## src/rtl/tim_pkg.sv

```systemverilog
// Shared timer definitions: output-compare modes, default widths and the pin-pair type.
package tim_pkg;

  localparam int CNT_WIDTH_DEF = 16;
  localparam int DT_WIDTH_DEF  = 8;

  typedef enum logic [2:0] {
    OCM_FROZEN   = 3'b000,
    OCM_ACT      = 3'b001,
    OCM_INACT    = 3'b010,
    OCM_TOGGLE   = 3'b011,
    OCM_FORCE_LO = 3'b100,
    OCM_FORCE_HI = 3'b101,
    OCM_PWM1     = 3'b110,
    OCM_PWM2     = 3'b111
  } ocm_e;

  typedef struct packed {
    logic oc;
    logic ocn;
  } oc_pair_t;

endpackage

```

## src/rtl/tim_deadtime.sv

```systemverilog
// Dead-time insertion: delays rising edges of ref (OCx) and ~ref (OCxN) by dtg_i cycles.
// Outputs are combinational; the channel's output register adds the single pipeline stage.
module tim_deadtime #(
  parameter int DT_WIDTH = 8
) (
  input  logic                clk_i,
  input  logic                aresetn_i,
  input  logic                ref_i,
  input  logic [DT_WIDTH-1:0] dtg_i,
  output logic                oc_o,
  output logic                ocn_o
);

  logic [1:0] lvl;
  logic [1:0] out;

  assign lvl = {~ref_i, ref_i};

  for (genvar p = 0; p < 2; p++) begin : g_path
    logic                lvl_q;
    logic [DT_WIDTH-1:0] cnt_q;
    logic                rise;

    assign rise = lvl[p] & ~lvl_q;
    // The rise cycle itself counts as the first blocked cycle, so the counter
    // holds the remaining dtg_i-1 blocked cycles.
    assign out[p] = lvl[p] & (cnt_q == '0) & ~(rise & (dtg_i != '0));

    always_ff @(posedge clk_i) begin
      if (!aresetn_i) begin
        lvl_q <= 1'b0;
        cnt_q <= '0;
      end else begin
        lvl_q <= lvl[p];
        if (rise)
          cnt_q <= (dtg_i == '0) ? '0 : dtg_i - 1'b1;
        else if (lvl[p] != lvl_q)
          cnt_q <= '0;
        else if (cnt_q != '0)
          cnt_q <= cnt_q - 1'b1;
      end
    end
  end

  assign oc_o  = out[0];
  assign ocn_o = out[1];

endmodule

```

## src/rtl/tim_oc_channel.sv

```systemverilog
// Timer output-compare / PWM channel: preloadable CCR, compare, OCxREF mode logic,
// clear latch, dead time and polarity/enable gating of the complementary pins.
module tim_oc_channel #(
  parameter int CNT_WIDTH = tim_pkg::CNT_WIDTH_DEF,
  parameter int DT_WIDTH  = tim_pkg::DT_WIDTH_DEF
) (
  input  logic                 clk_i,
  input  logic                 aresetn_i,
  input  logic [CNT_WIDTH-1:0] cnt_i,
  input  logic                 cnt_dir_i,
  input  logic                 uev_i,
  input  logic [CNT_WIDTH-1:0] ccr_wdata_i,
  input  logic                 ccr_we_i,
  input  logic                 ocpe_i,
  input  logic [2:0]           ocm_i,
  input  logic                 occe_i,
  input  logic                 ocref_clr_i,
  input  logic                 cce_i,
  input  logic                 ccne_i,
  input  logic                 ccp_i,
  input  logic                 ccnp_i,
  input  logic [DT_WIDTH-1:0]  dtg_i,
  output logic                 ocref_o,
  output logic                 oc_o,
  output logic                 ocn_o,
  output logic                 ccif_o,
  output logic [CNT_WIDTH-1:0] ccr_o
);
  import tim_pkg::*;

  ocm_e                 ocm;
  logic [CNT_WIDTH-1:0] ccr_shadow_q, ccr_active_q;
  logic                 match, pwm1;
  logic                 clr_req, clr_lat_q;
  logic                 ref_q, ref_nxt;
  logic                 ccif_q;
  logic                 dt_oc, dt_ocn;
  oc_pair_t             pin_q;

  assign ocm = ocm_e'(ocm_i);

  // A write coinciding with a preloaded update goes straight to the active register.
  always_ff @(posedge clk_i) begin
    if (!aresetn_i) begin
      ccr_shadow_q <= '0;
      ccr_active_q <= '0;
    end else begin
      if (ccr_we_i)
        ccr_shadow_q <= ccr_wdata_i;
      if (ccr_we_i && (!ocpe_i || uev_i))
        ccr_active_q <= ccr_wdata_i;
      else if (ocpe_i && uev_i)
        ccr_active_q <= ccr_shadow_q;
    end
  end

  assign match   = (cnt_i == ccr_active_q);
  assign pwm1    = cnt_dir_i ? (cnt_i <= ccr_active_q) : (cnt_i < ccr_active_q);
  assign clr_req = ocref_clr_i & occe_i;

  always_comb begin
    ref_nxt = ref_q;
    unique case (ocm)
      OCM_FROZEN:   ref_nxt = ref_q;
      OCM_ACT:      ref_nxt = match ? 1'b1 : ref_q;
      OCM_INACT:    ref_nxt = match ? 1'b0 : ref_q;
      OCM_TOGGLE:   ref_nxt = match ? ~ref_q : ref_q;
      OCM_FORCE_LO: ref_nxt = 1'b0;
      OCM_FORCE_HI: ref_nxt = 1'b1;
      OCM_PWM1:     ref_nxt = pwm1;
      OCM_PWM2:     ref_nxt = ~pwm1;
      default:      ref_nxt = ref_q;
    endcase
    if (clr_req || clr_lat_q)
      ref_nxt = 1'b0;
  end

  // Set beats release when a clear request lands on an update event.
  always_ff @(posedge clk_i) begin
    if (!aresetn_i) begin
      clr_lat_q <= 1'b0;
      ref_q     <= 1'b0;
      ccif_q    <= 1'b0;
    end else begin
      if (clr_req)
        clr_lat_q <= 1'b1;
      else if (uev_i)
        clr_lat_q <= 1'b0;
      ref_q  <= ref_nxt;
      ccif_q <= match;
    end
  end

  tim_deadtime #(
    .DT_WIDTH (DT_WIDTH)
  ) u_deadtime (
    .clk_i     (clk_i),
    .aresetn_i (aresetn_i),
    .ref_i     (ref_q),
    .dtg_i     (dtg_i),
    .oc_o      (dt_oc),
    .ocn_o     (dt_ocn)
  );

  always_ff @(posedge clk_i) begin
    if (!aresetn_i) begin
      pin_q <= '0;
    end else begin
      pin_q.oc  <= cce_i  ? (dt_oc  ^ ccp_i)  : 1'b0;
      pin_q.ocn <= ccne_i ? (dt_ocn ^ ccnp_i) : 1'b0;
    end
  end

  assign ocref_o = ref_q;
  assign ccif_o  = ccif_q;
  assign ccr_o   = ccr_active_q;
  assign oc_o    = pin_q.oc;
  assign ocn_o   = pin_q.ocn;

endmodule

```

## config.mk

```make
export PLATFORM = sky130hd
export DESIGN_NAME = tim_oc_channel
export DESIGN_NICKNAME = d
export VERILOG_FILES = /design/src/rtl/tim_pkg.sv /design/src/rtl/tim_deadtime.sv /design/src/rtl/tim_oc_channel.sv
export SDC_FILE = /design/constraint.sdc
export NUM_CORES = 1
export LEC_CHECK = 0
export CAP_MARGIN = 15
export CORE_UTILIZATION = 35
export DETAILED_ROUTE_END_ITERATION = 10
export SETUP_SLACK_MARGIN = 0.4
export SLEW_MARGIN = 5
export SYNTH_ARGS = -nofsm -noshare
export SYNTH_HDL_FRONTEND = slang
export SYNTH_SLANG_ARGS = --single-unit
```

## constraint.sdc

```tcl
create_clock -name clk_i -period 3.8 [get_ports clk_i]
set_input_delay 0.38 -clock clk_i [delete_from_list [all_inputs] [get_ports clk_i]]
set_output_delay 0.38 -clock clk_i [all_outputs]
set_load 0.01 [all_outputs]
```

* After elaboration in Yosys (flattened, before gate mapping)
Index checks and enable logic that the tools add are counted.
** Word-level totals
- Flip-flop bits (word level) :: 55
- Input bits :: 55
- Output and inout port bits :: 20
** Operators by class
- $add $sub $neg :: 3
- Order comparisons :: 2
- Equal/unequal tests :: 13
- Multiplexer cells :: 16
- Bitwise gates (word level) :: 19
- Reductions and logical operators :: 20
** Operator list (number)
- 2-to-1 mux 8 bit :: 7
- 2-to-1 mux 16 bit :: 2
- logical NOT 8 bit :: 3
- nonzero test 8 bit :: 3
- subtractor 8 x 1 -> 8 bit (second input constant) :: 3
- == test 16 bit :: 1
- <= comparator 16 bit :: 1
- < comparator 16 bit :: 1
- == test 3 bit (second input constant) :: 4
- bitwise AND 1 bit :: 9
- NOT 1 bit :: 8
- case mux 1 bit (7 select lines) :: 1
- == test 3 x 2 -> 1 bit (second input constant) :: 2
- 2-to-1 mux 1 bit :: 6
- != test 2 bit (second input constant) :: 3
- nonzero test 3 bit :: 2
- AND reduction 2 bit :: 2
- AND reduction 4 bit :: 1
- nonzero test 2 bit :: 2
- == test 3 x 1 -> 1 bit (second input constant) :: 1
- logical NOT 3 bit :: 1
- logical AND 1 bit :: 2
- logical OR 1 bit :: 2
- != test 1 bit :: 2
- other kinds (3) :: 4

* Logic depth before layout (Yosys ltp)
Gate-level depths: netlist of the first run.
- Word-level depth :: 6
- Gate-level depth with buffers :: 8
- Gate-level depth less buffers :: 8

* Cells and area by module
From an unflattened synthesis of the first run, not the netlist that was laid out.
** Second synthesis, totals
- Cells, all modules :: 374
- Area total of the unflattened synthesis :: 3295.7 um^2
** Modules (own cells, without submodules)
- tim_oc_channel :: times used 1, cells an instance 237, area an instance 2095.8 um^2
- tim_deadtime :: times used 1, cells an instance 137, area an instance 1199.9 um^2

* Worst setup path after synthesis of the first run
Ideal clock, no wire load.
- Kind :: in2reg
- From :: input dtg_i[4]
- To :: register pin_q, in the netlist oc_o
- Library setup time :: 0.116 ns
- Data arrival time :: 1.951 ns
- Slack :: 1.734 ns
- Stages on the path :: 6
- Cell sequence :: or4_4 > or4b_4 > nand2_2 > nand3_1 > xnor2_1 > and3_1
** On the way
- Word-level cells in the longest chain between the ends :: 5
** Ends and longest elaborated chain
- start: declaration :: line tim_oc_channel.sv:22 : input logic [DT_WIDTH-1:0] dtg_i,
- nonzero test 8 bit :: line tim_deadtime.sv:27 : assign out[p] = lvl[p] & (cnt_q == '0) & ~(rise & (dtg_i != '0));
- bitwise AND 1 bit :: line tim_deadtime.sv:27
- NOT 1 bit :: line tim_deadtime.sv:27
- bitwise AND 1 bit :: line tim_deadtime.sv:27
- XOR 1 bit :: line tim_oc_channel.sv:109 : pin_q.oc <= cce_i ? (dt_oc ^ ccp_i) : 1'b0;
- end: declaration :: line tim_oc_channel.sv:38 : oc_pair_t pin_q;
No other way between the ends.
A chain may end at the register's enable or synchronous reset.

* Final worst setup path of the first run
- From :: input cnt_i[14]
- To :: register ref_q, in the netlist ocref_o
** On the way
- Word-level cells in the longest chain between the ends :: 4
** Ends and longest elaborated chain
- start: declaration :: line tim_oc_channel.sv:9 : input logic [CNT_WIDTH-1:0] cnt_i,
- < comparator 16 bit or <= comparator 16 bit (tied branches) :: line tim_oc_channel.sv:58 : assign pwm1 = cnt_dir_i ? (cnt_i <= ccr_active_q) : (cnt_i < ccr_active_q);
- 2-to-1 mux 1 bit :: line tim_oc_channel.sv:58
- NOT 1 bit :: line tim_oc_channel.sv:71 : OCM_PWM2: ref_nxt = ~pwm1;
- case mux 1 bit (7 select lines) :: line tim_oc_channel.sv:63 : unique case (ocm)
- end signal: assignment :: line tim_oc_channel.sv:89 : ref_q <= ref_nxt;
- end: declaration :: line tim_oc_channel.sv:35 : logic ref_q, ref_nxt;
Several ways; a longest one is shown, not always the timed one.

==> flow_summary.json, run 1 <==
{
  "postCtsSetupBuffers": 0,
  "io_pins": 75,
  "drcViolationCount": 0,
  "synth_top_cell_by_area": "dfxtp_1",
  "drv_slew": 0,
  "max_freq_ghz": 0.424,
  "post_drt_via_cell_ratio": 5.02,
  "power.leakage_nw": 1.84,
  "cp_max_fo": 4,
  "coreArea_sq_um": 8720,
  "clock_sinks": 55,
  "slew_headroom_pct": 61.0,
  "cts_buffer_depth": 2,
  "grt_antenna_before_repair": 0,
  "wire_per_inst_microns": 14.2,
  "dieArea_sq_um": 9380,
  "dp_slack_ns": 1.14,
  "p_int_mw": 1.08,
  "finalWirelength_microns": 7780,
  "start_util_pct": 36.1,
  "syn_avg_cell_area_sq_um": 8.65,
  "first_pass_iters": 4,
  "use_met2_pct": 29.4,
  "track_usage_pct": 16.7,
  "hpwl_microns": 5990,
  "finalCriticalPeriod_ns": 2.36,
  "cp-end-kind": "flop",
  "htree_num_levels": 2,
  "outcome": "finished, final reports clean",
  "ys_async_sr_fraction_pct": 0,
  "post-route-period-util_pct": 62.0,
  "maxCapViolations": 0,
  "critPathRequiredTime_ns": 3.99,
  "area_delta_synth_final_pct": 30.6,
  "drive_above_1_share_pct": 4.56,
  "placed_cells": 539,
  "worst_pin_slew_ns": 0.576,
  "critPathLaunchType": "input pin",
  "placementRows": 34,
  "syn_area_sq_um": 3150,
  "crit_arrival_ns": 2.55,
  "seqPwrFrac_pct": 44.1,
  "fin_cells": 547,
  "finalPower_mw": 1.64,
  "grt_max_degree": 32,
  "numPortBuffers": 74,
  "p_sw_mw": 0.558,
  "path_clk_slew_ns": 0.10,
  "critPathKind": "input pin to flop",
  "swShare_pct": 34.0,
  "skew_ns": 0.00593,
  "setup_viol": 0,
  "cts_resized": 0,
  "die_y_microns": 96.9,
  "ys_seq_area_share_pct": 35.0,
  "clkPwrFrac_pct": 20.0,
  "cts_tree": "built",
  "rsz0062_at_grt": "no",
  "synthCells": 364,
  "diodes": 0,
  "fillers": 854,
  "netlist_top_cells_count": "55 x dfxtp_1, 33 x mux2i_1, 31 x nand2_1",
  "cts_hold_buf": 0,
  "clockRootBuffer": "clkbuf_8",
  "yosysMostFrequentCell": "dfxtp_1",
  "drt_iter0_drc": 77,
  "nets": 515,
  "synth_edf_count": 0,
  "setup_slack_ns": 1.44,
  "totalNegativeSetupSlack_ns": 0,
  "gp_congestion": 0.810,
  "grt_use_met3_pct": 4.55,
  "busiest_layer": "met2",
  "antenna_left": 0,
  "synth_top_area_share_pct": 35.0,
  "grt-ovfl-total": 0,
  "ys_warn_count": 0,
  "syn_nets": 441,
  "cts_buffers": 5,
  "fin_util_pct": 47.1,
  "vias": 2747,
  "synth_seq_cells": 55,
  "synthTopCellsByArea": "dfxtp_1 35%, mux2i_1 10%, ha_1 8.7%, o211a_1 4.8%, nor2b_1 4.6%",
  "grt_pass1_wl_microns": 12900,
  "clock_latency_ns": 0.31,
  "p_per_area_nw_per_um2": 399,
  "grt_pass1_vias": 2764,
  "finalHoldViolations": 0,
  "pwr-share-comb_pct": 35.9,
  "die_x_microns": 96.9,
  "peakVddDrop_v": 0.000167,
  "dominantRegCellSynth": "dfxtp_1",
  "gr-usage-met1_pct": 19.9,
  "hp-class": "flop to flop",
  "yosysUniqueCellTypes": 45
}
## state kept, by name, summed over array words and instances (netlist names)
| name | count |
|---|---|
| ccif_o | 1 |
| clr_lat_q | 1 |
| ccr_o | 16 |
| ocref_o | 1 |
| u_deadtime.g_path.lvl_q | 2 |
| ocn_o | 1 |
| u_deadtime.g_path.cnt_q | 16 |
| ccr_shadow_q | 16 |
| oc_o | 1 |
## metal layers
| metal | up-vias | wire [microns] |
|---|---|---|
| met5 | - | 0 |
| met4 | 0 | 79 |
| met3 | 6 | 348 |
| met2 | 50 | 3780 |
| met1 | 1280 | 3570 |
| li1 | 1411 | - |
## power by group through the flow
| stage | Combinational [mW] | Sequential [mW] | Clock, mW |
|---|---|---|---|
| 3_5_place_dp | 0.590 | 0.735 | 0 |
| 4_1_cts | 0.594 | 0.723 | 0.338 |
| 3_3_place_gp | 0.582 | 0.733 | 0 |
| 2_1_floorplan | 0.398 | 0.726 | 0 |
| 5_1_grt | 0.660 | 0.735 | 0.363 |
| 6_report | 0.590 | 0.724 | 0.328 |
## through the flow
step	hold slack [ns]	cell area, sq um
2_1_floorplan	0.452	3150
3_3_place_gp	0.465	4020
3_5_place_dp	0.474	4020
4_1_cts	0.489	4110
5_1_grt	0.525	4110
6_report	0.484	4110
## worst paths after layout
path	start	end	slack, ns	cells past startpoint
hold reg to reg	clr_lat_q	clr_lat_q	0.48	2
setup reg to reg	u_deadtime.g_path[0].cnt_q[0]	u_deadtime.g_path[0].cnt_q[4]	1.48	8
setup / recovery	cnt_i[14]	ocref_o	1.44	8
hold / removal	clr_lat_q	clr_lat_q	0.48	2
## kinds of logic (layout without fill, tap and decap cells)
kind of cell,Yosys count,in the layout,synth area share [%]
mux,33,33,10.5
buf+inv,42,117,5.09
xor+xnor,12,12,3.34
flops,55,55,35.0
fa+ha+maj,22,22,8.74
simple gates,142,142,23.7
compound gates,58,58,13.7
## cell usage in the layout, fill, tap and decap left out, types with 15 or more instances in the layout
| cell type | instances |
|---|---|
| mux2i_1 | 33 |
| nand2_1 | 31 |
| ha_1 | 22 |
| a21oi_1 | 16 |
| nor2b_1 | 23 |
| clkdlybuf4s50_1 | 74 |
| dfxtp_1 | 55 |
| o211a_1 | 15 |
| inv_1 | 30 |
| nor2_1 | 29 |
## cell type report
type	count	area, sq um	area share, %
timing repair buffer	79	778	18.9
sequential	55	1100	26.8
clock inverter	3	20.0	0.487
tap	108	135	3.29
inverter	30	113	2.74
multi-input combinational	267	1900	46.1
clock buffer	5	68.8	1.67
## critical path, cell delays in order
cell             delay (ns)
clkdlybuf4s50_1        0.40
ha_1                   0.32
nand4_1                0.18
or3_1                  0.40
nor3_1                 0.36
a211oi_1               0.15
o31ai_1                0.27
nand3_1                0.09
No activity file was read; power rests on OpenSTA's default activity.
==> inputs of run 2 (changes only) <==
==> constraint.sdc (replaced) <==
create_clock -name clk_i -period 2 [get_ports clk_i]
set_input_delay 0.2 -clock clk_i [delete_from_list [all_inputs] [get_ports clk_i]]
set_output_delay 0.2 -clock clk_i [all_outputs]
set_load 0.01 [all_outputs]
==> run 2 against run 1 <==
Compared with the run above: the run now ends with negative setup slack left; final cell count is 6.9% higher; largest cell class unchanged; utilization is 7.7 points higher; die area stayed put; clock power is 120% higher; sequential share of layout area is 3.5 points lower; first-iteration DRC count is 12% lower; global-route usage is 1.8 points higher; highest routed layer unchanged; sequential cell count stayed put.
==> flow_summary.json, run 2 (same netlist as run 1, synthesis figures left out) <==
{
  "nets": 554,
  "vias": 2953,
  "layout_common_cells": "66 x clkdlybuf4s50_1, 43 x dfxtp_1, 34 x buf_4",
  "drcViolationCount": 0,
  "fin_util_pct": 54.9,
  "dp_slack_ns": -0.362,
  "critPathLaunchType": "flop",
  "post_drt_via_cell_ratio": 5.05,
  "rr_startpoint": "ccr_o[12]",
  "setup_slack_ns": -0.0946,
  "outcome": "finished, violations left",
  "totalNegativeSetupSlack_ns": -0.0946,
  "multiInputGateArea_sq_um": 2180,
  "max_stage_delay_ns": 0.44,
  "skew_ns": 0.00452,
  "placementRows": 34,
  "start_util_pct": 36.1,
  "first_pass_iters": 4,
  "drive_above_1_share_pct": 25.2,
  "regArea_sq_um": 1120,
  "critPathKind": "flop to flop",
  "ff2ff_path_depth": 8,
  "track_usage_pct": 18.5,
  "cp-end-kind": "flop",
  "maxCapViolations": 0,
  "grt_pass1_wl_microns": 14000,
  "holdPathEnd": "u_deadtime.g_path[1].cnt_q[0]",
  "p_per_area_nw_per_um2": 785,
  "htree_num_levels": 2,
  "final_common_cell": "clkdlybuf4s50_1",
  "rsz0062_at_grt": "yes",
  "dieArea_sq_um": 9380,
  "numPortBuffers": 74,
  "hp-class": "input pin to flop",
  "grt_max_degree": 51,
  "setup_viol": 1,
  "peakVddDrop_v": 0.000293,
  "wire_per_inst_microns": 15.1,
  "hpwl_microns": 6300,
  "finalHoldViolations": 0,
  "cp_cell_sequence": "inv_2 -> ha_4 -> nand4_1 -> or3_4 -> nor3_4 -> a211oi_1 -> o31ai_1 -> nand3_1",
  "antenna_left": 0,
  "critPathRequiredTime_ns": 2.18,
  "r2r_setup_slack_ns": -0.09,
  "violations": "negative setup slack",
  "area_delta_synth_final_pct": 52.0,
  "slew_headroom_pct": 73.1,
  "finalCriticalPeriod_ns": 2.09,
  "fillers": 785,
  "diodes": 0,
  "io_pins": 75,
  "grt_pass1_vias": 2954,
  "die_y_microns": 96.9,
  "post-route-period-util_pct": 105,
  "clock_sinks": 55,
  "worst_pin_slew_ns": 0.403,
  "drv_slew": 0,
  "cts_tree": "built",
  "crit_arrival_ns": 2.28,
  "max_freq_ghz": 0.477,
  "grt-ovfl-total": 0,
  "reg2reg_to": "ocref_o",
  "die_x_microns": 96.9,
  "min-delay-start": "dtg_i[0]",
  "finalWirelength_microns": 8830,
  "grt_antenna_before_repair": 0,
  "cts_hold_buf": 0,
  "path_clk_slew_ns": 0.10,
  "gp_congestion": 0.834,
  "power.leakage_nw": 2.18,
  "cts_buffers": 5,
  "drt_iter0_drc": 68,
  "clockRootBuffer": "clkbuf_8",
  "hold_depth": 4,
  "cts_buffer_depth": 2,
  "cp_max_fo": 4,
  "coreArea_sq_um": 8720,
  "whs_ns": 0.435,
  "clock_latency_ns": 0.31,
  "crit_slowest_cell": "or3_4"
}
-- run 2: what timing repair did --
item,CTS,global route
pin swaps,15,18
endpoints found under the setup margin,19,21
setup buffers,8,6
hold endpoints to repair,0,0
resized for setup,43,36
gates cloned,0,0
-- run 2: worst max-delay path by stage --
stage / cells past startpoint / end / slack, ns / start
floorplan: 8 / ocref_o / 0.13 / ccr_o[15]
global placement: 8 / ocref_o / -0.34 / cnt_i[15]
detailed placement: 7 / oc_o / -0.36 / dtg_i[4]
CTS: 8 / ocref_o / -0.004 / ccr_o[15]
global route: 8 / ocref_o / -0.21 / ccr_o[12]
finish: 8 / ocref_o / -0.09 / ccr_o[12]
-- run 2: where the power goes --
part	switching, mW	internal (mW)
sequential	0.154	1.25
combinational	0.738	0.885
clock	0.359	0.368
-- run 2: metrics by stage --
step	area (sq um)	total power, mW	cells
after CTS	4600	3.68	579
final	4790	3.76	585
after global routing	4790	4.02	585
after detailed placement	4330	2.72	564
after global placement	4330	2.69	564
after floorplan	3230	2.23	364
-- run 2: critical path: cells and delay by family (launching register included) --
kind	cells	cell delay [ns]
adders and majority gates	1	0.25
AOI/OAI and AO/OA	2	0.36
buffers and inverters	1	0.06
and+or+nand+nor	4	0.93
DFF	1	0.36
-- run 2: metal layers --
layer | wire, microns | up-vias | part of all wire, % | track usage, %
li1 | - | 1497 | - | -
met1 | 3640 | 1386 | 41 | 20.0
met2 | 4660 | 59 | 53 | 35.3
met3 | 414 | 11 | 4.7 | 4.55
met4 | 114 | 0 | 1.3 | 4.82
met5 | 0 | - | 0 | 0
-- run 2: final cells by class --
cell class	count	share of cell area [%]
Clock buffer	6	1.52
Clock inverter	1	0.627
Inverter	30	2.35
Multi-Input combinational cell	267	45.5
Sequential cell	55	23.3
Tap cell	108	2.82
Timing Repair Buffer	118	23.9
==> inputs of run 3 (changes only) <==
--- a/config.mk
+++ b/config.mk
@@ -8,6 +8,7 @@
 export CAP_MARGIN = 15
 export CORE_UTILIZATION = 35
 export DETAILED_ROUTE_END_ITERATION = 10
+export PLACE_DENSITY_LB_ADDON = 0.1
 export SETUP_SLACK_MARGIN = 0.4
 export SLEW_MARGIN = 5
 export SYNTH_ARGS = -nofsm -noshare
==> run 3 against run 2 <==
Compared with the run above: the run now ends clean; utilization decreased by 1.1 points; routed wire length down 7.3%; via count down 0.20%; hold slack better by 0.0072 ns; sequential share of layout area up 0.58 points; clock skew up 0.0014 ns; die area unchanged; register-to-register slack improved by 0.17 ns; global-route usage decreased by 1.1 points; fmax rose by 9.0%; combinational power is 7% lower; critical endpoint unchanged; largest power group unchanged.
==> flow_summary.json, run 3 (same netlist as run 1, synthesis figures left out) <==
{
  "cts_hold_buf": 0,
  "peakVddDrop_v": 0.000387,
  "multiInputGateArea_sq_um": 2110,
  "r2r_setup_slack_ns": 0.08,
  "pwr-share-comb_pct": 42.2,
  "antenna_left": 0,
  "numPortBuffers": 74,
  "finalPower_mw": 3.55,
  "clock_sinks": 55,
  "cp-startpoint": "ccr_o[5]",
  "final_common_cell": "clkdlybuf4s50_1",
  "track_usage_pct": 17.4,
  "rr_startpoint": "ccr_o[5]",
  "regArea_sq_um": 1120,
  "vias": 2947,
  "seqPwrFrac_pct": 39.2,
  "path_clk_slew_ns": 0.10,
  "final_cell_area_sq_um": 4690,
  "dieArea_sq_um": 9380,
  "critPathBufInv": 1,
  "power.leakage_nw": 2.14,
  "critPathLaunchType": "flop",
  "skew_ns": 0.00589,
  "p_int_mw": 2.36,
  "finalCriticalPeriod_ns": 1.92,
  "worst_pin_slew_ns": 0.493,
  "clkPwrFrac_pct": 18.6,
  "grt_pass1_wl_microns": 13200,
  "fillers": 822,
  "clockRootBuffer": "clkbuf_8",
  "cp_cell_sequence": "inv_1 -> ha_1 -> nand4_1 -> or4_1 -> a21o_1 -> nand3_1 -> mux2i_1 -> nand3_1",
  "worst_path_most_repeated_cell": "nand3_1",
  "die_x_microns": 96.9,
  "io_pins": 75,
  "rsz0062_at_grt": "yes",
  "gp_congestion": 0.838,
  "crit_end": "ocref_o",
  "cts_buffers": 5,
  "cts_buffer_depth": 2,
  "finalHoldViolations": 0,
  "grt_pass1_vias": 2831,
  "drcViolationCount": 0,
  "reg2reg_to": "ocref_o",
  "hpwl_microns": 6080,
  "hp-class": "input pin to flop",
  "swShare_pct": 33.5,
  "drt_iter0_drc": 98,
  "p_sw_mw": 1.19,
  "diodes": 0,
  "outcome": "finished, final reports clean",
  "die_y_microns": 96.9,
  "nets": 556,
  "max_stage_delay_ns": 0.49,
  "wire_per_inst_microns": 13.9,
  "drive_above_1_share_pct": 24.0,
  "first_pass_iters": 4,
  "grt_antenna_before_repair": 0,
  "crit_arrival_ns": 2.12,
  "critPathRequiredTime_ns": 2.20,
  "cp_max_fo": 2,
  "finalWirelength_microns": 8190,
  "clock_latency_ns": 0.30,
  "cp_num_cells": 8,
  "dpl-instance-area_sq_um": 4320,
  "area_delta_synth_final_pct": 48.8,
  "crit_slowest_cell": "or4_1",
  "max_freq_ghz": 0.520,
  "slew_headroom_pct": 67.1,
  "layout_common_cells": "67 x clkdlybuf4s50_1, 41 x buf_4, 40 x dfxtp_1",
  "setup_slack_ns": 0.0781,
  "post-route-period-util_pct": 96.1,
  "post_drt_via_cell_ratio": 5.01,
  "coreArea_sq_um": 8720,
  "drv_slew": 0,
  "start_util_pct": 36.1,
  "ff2ff_path_depth": 8,
  "htree_num_levels": 2,
  "cp_top_family": "simple AND/OR/NAND/NOR gates",
  "setup_viol": 0,
  "cts_tree": "built",
  "maxCapViolations": 0,
  "grt_max_degree": 51,
  "cp-end-kind": "flop",
  "grt-ovfl-total": 0,
  "p_per_area_nw_per_um2": 758,
  "dp_slack_ns": -0.327,
  "critPathKind": "flop to flop",
  "placementRows": 34
}
## run 3: per-stage QoR
step	TNS, ns	hold WS (ns)	utilization, %	instances
finish	0	0.442	53.7	588
floorplan	0	0.346	-	364
global placement	-4.66	0.465	49.5	566
detailed placement	-4.87	0.481	49.5	566
global route	-0.0301	0.450	53.7	588
CTS	0	0.441	52.9	587
## run 3: worst min path at each step
stage	startpoint	endpoint	slack [ns]	cells after the start
2_1_floorplan	cnt_dir_i	ocref_o	0.35	2
3_3_place_gp	clr_lat_q	clr_lat_q	0.46	2
3_5_place_dp	clr_lat_q	clr_lat_q	0.48	2
4_1_cts	dtg_i[2]	u_deadtime.g_path[0].cnt_q[2]	0.44	6
5_1_grt	dtg_i[0]	u_deadtime.g_path[1].cnt_q[0]	0.45	4
6_report	dtg_i[0]	u_deadtime.g_path[1].cnt_q[0]	0.44	4
## run 3: power by group through the flow
| stage | Sequential [mW] | Clock [mW] | Combinational, mW |
|---|---|---|---|
| 6_report | 1.39 | 0.659 | 1.50 |
| 5_1_grt | 1.42 | 0.745 | 1.66 |
| 4_1_cts | 1.39 | 0.697 | 1.44 |
| 3_5_place_dp | 1.42 | 0 | 1.29 |
| 3_3_place_gp | 1.41 | 0 | 1.28 |
| 2_1_floorplan | 1.40 | 0 | 0.829 |
## run 3: layout make-up
class                      instances  share of cell area (%)
timing repair buffer             120                    23.8
tap                              108                    2.88
clock inverter                     2                   0.347
sequential                        55                    23.9
clock buffer                       6                    1.76
inverter                          30                    2.40
multi-input combinational        267                    44.9
## run 3: routing by layer
| metal | track usage (%) | vias to the layer above | routed length (microns) |
|---|---|---|---|
| met1 | 21.1 | 1367 | 3590 |
| met4 | 3.79 | 0 | 58 |
| met5 | 0 | - | 0 |
| met2 | 30.9 | 65 | 4120 |
| met3 | 4.12 | 5 | 419 |
| li1 | - | 1510 | - |
## run 3: worst register-to-register path, stage by stage (launching register included)
cell     delay, ns
dfxtp_2       0.34
inv_1         0.04
ha_1          0.28
nand4_1       0.13
or4_1         0.49
a21o_1        0.16
nand3_1       0.10
mux2i_1       0.20
nand3_1       0.08
## run 3: what timing repair did
action                     CTS  global route
hold endpoints to repair     0             0
setup endpoints to repair   19            20
resized for setup           42            23
pin swaps                   18            14
buffers inserted            13             1
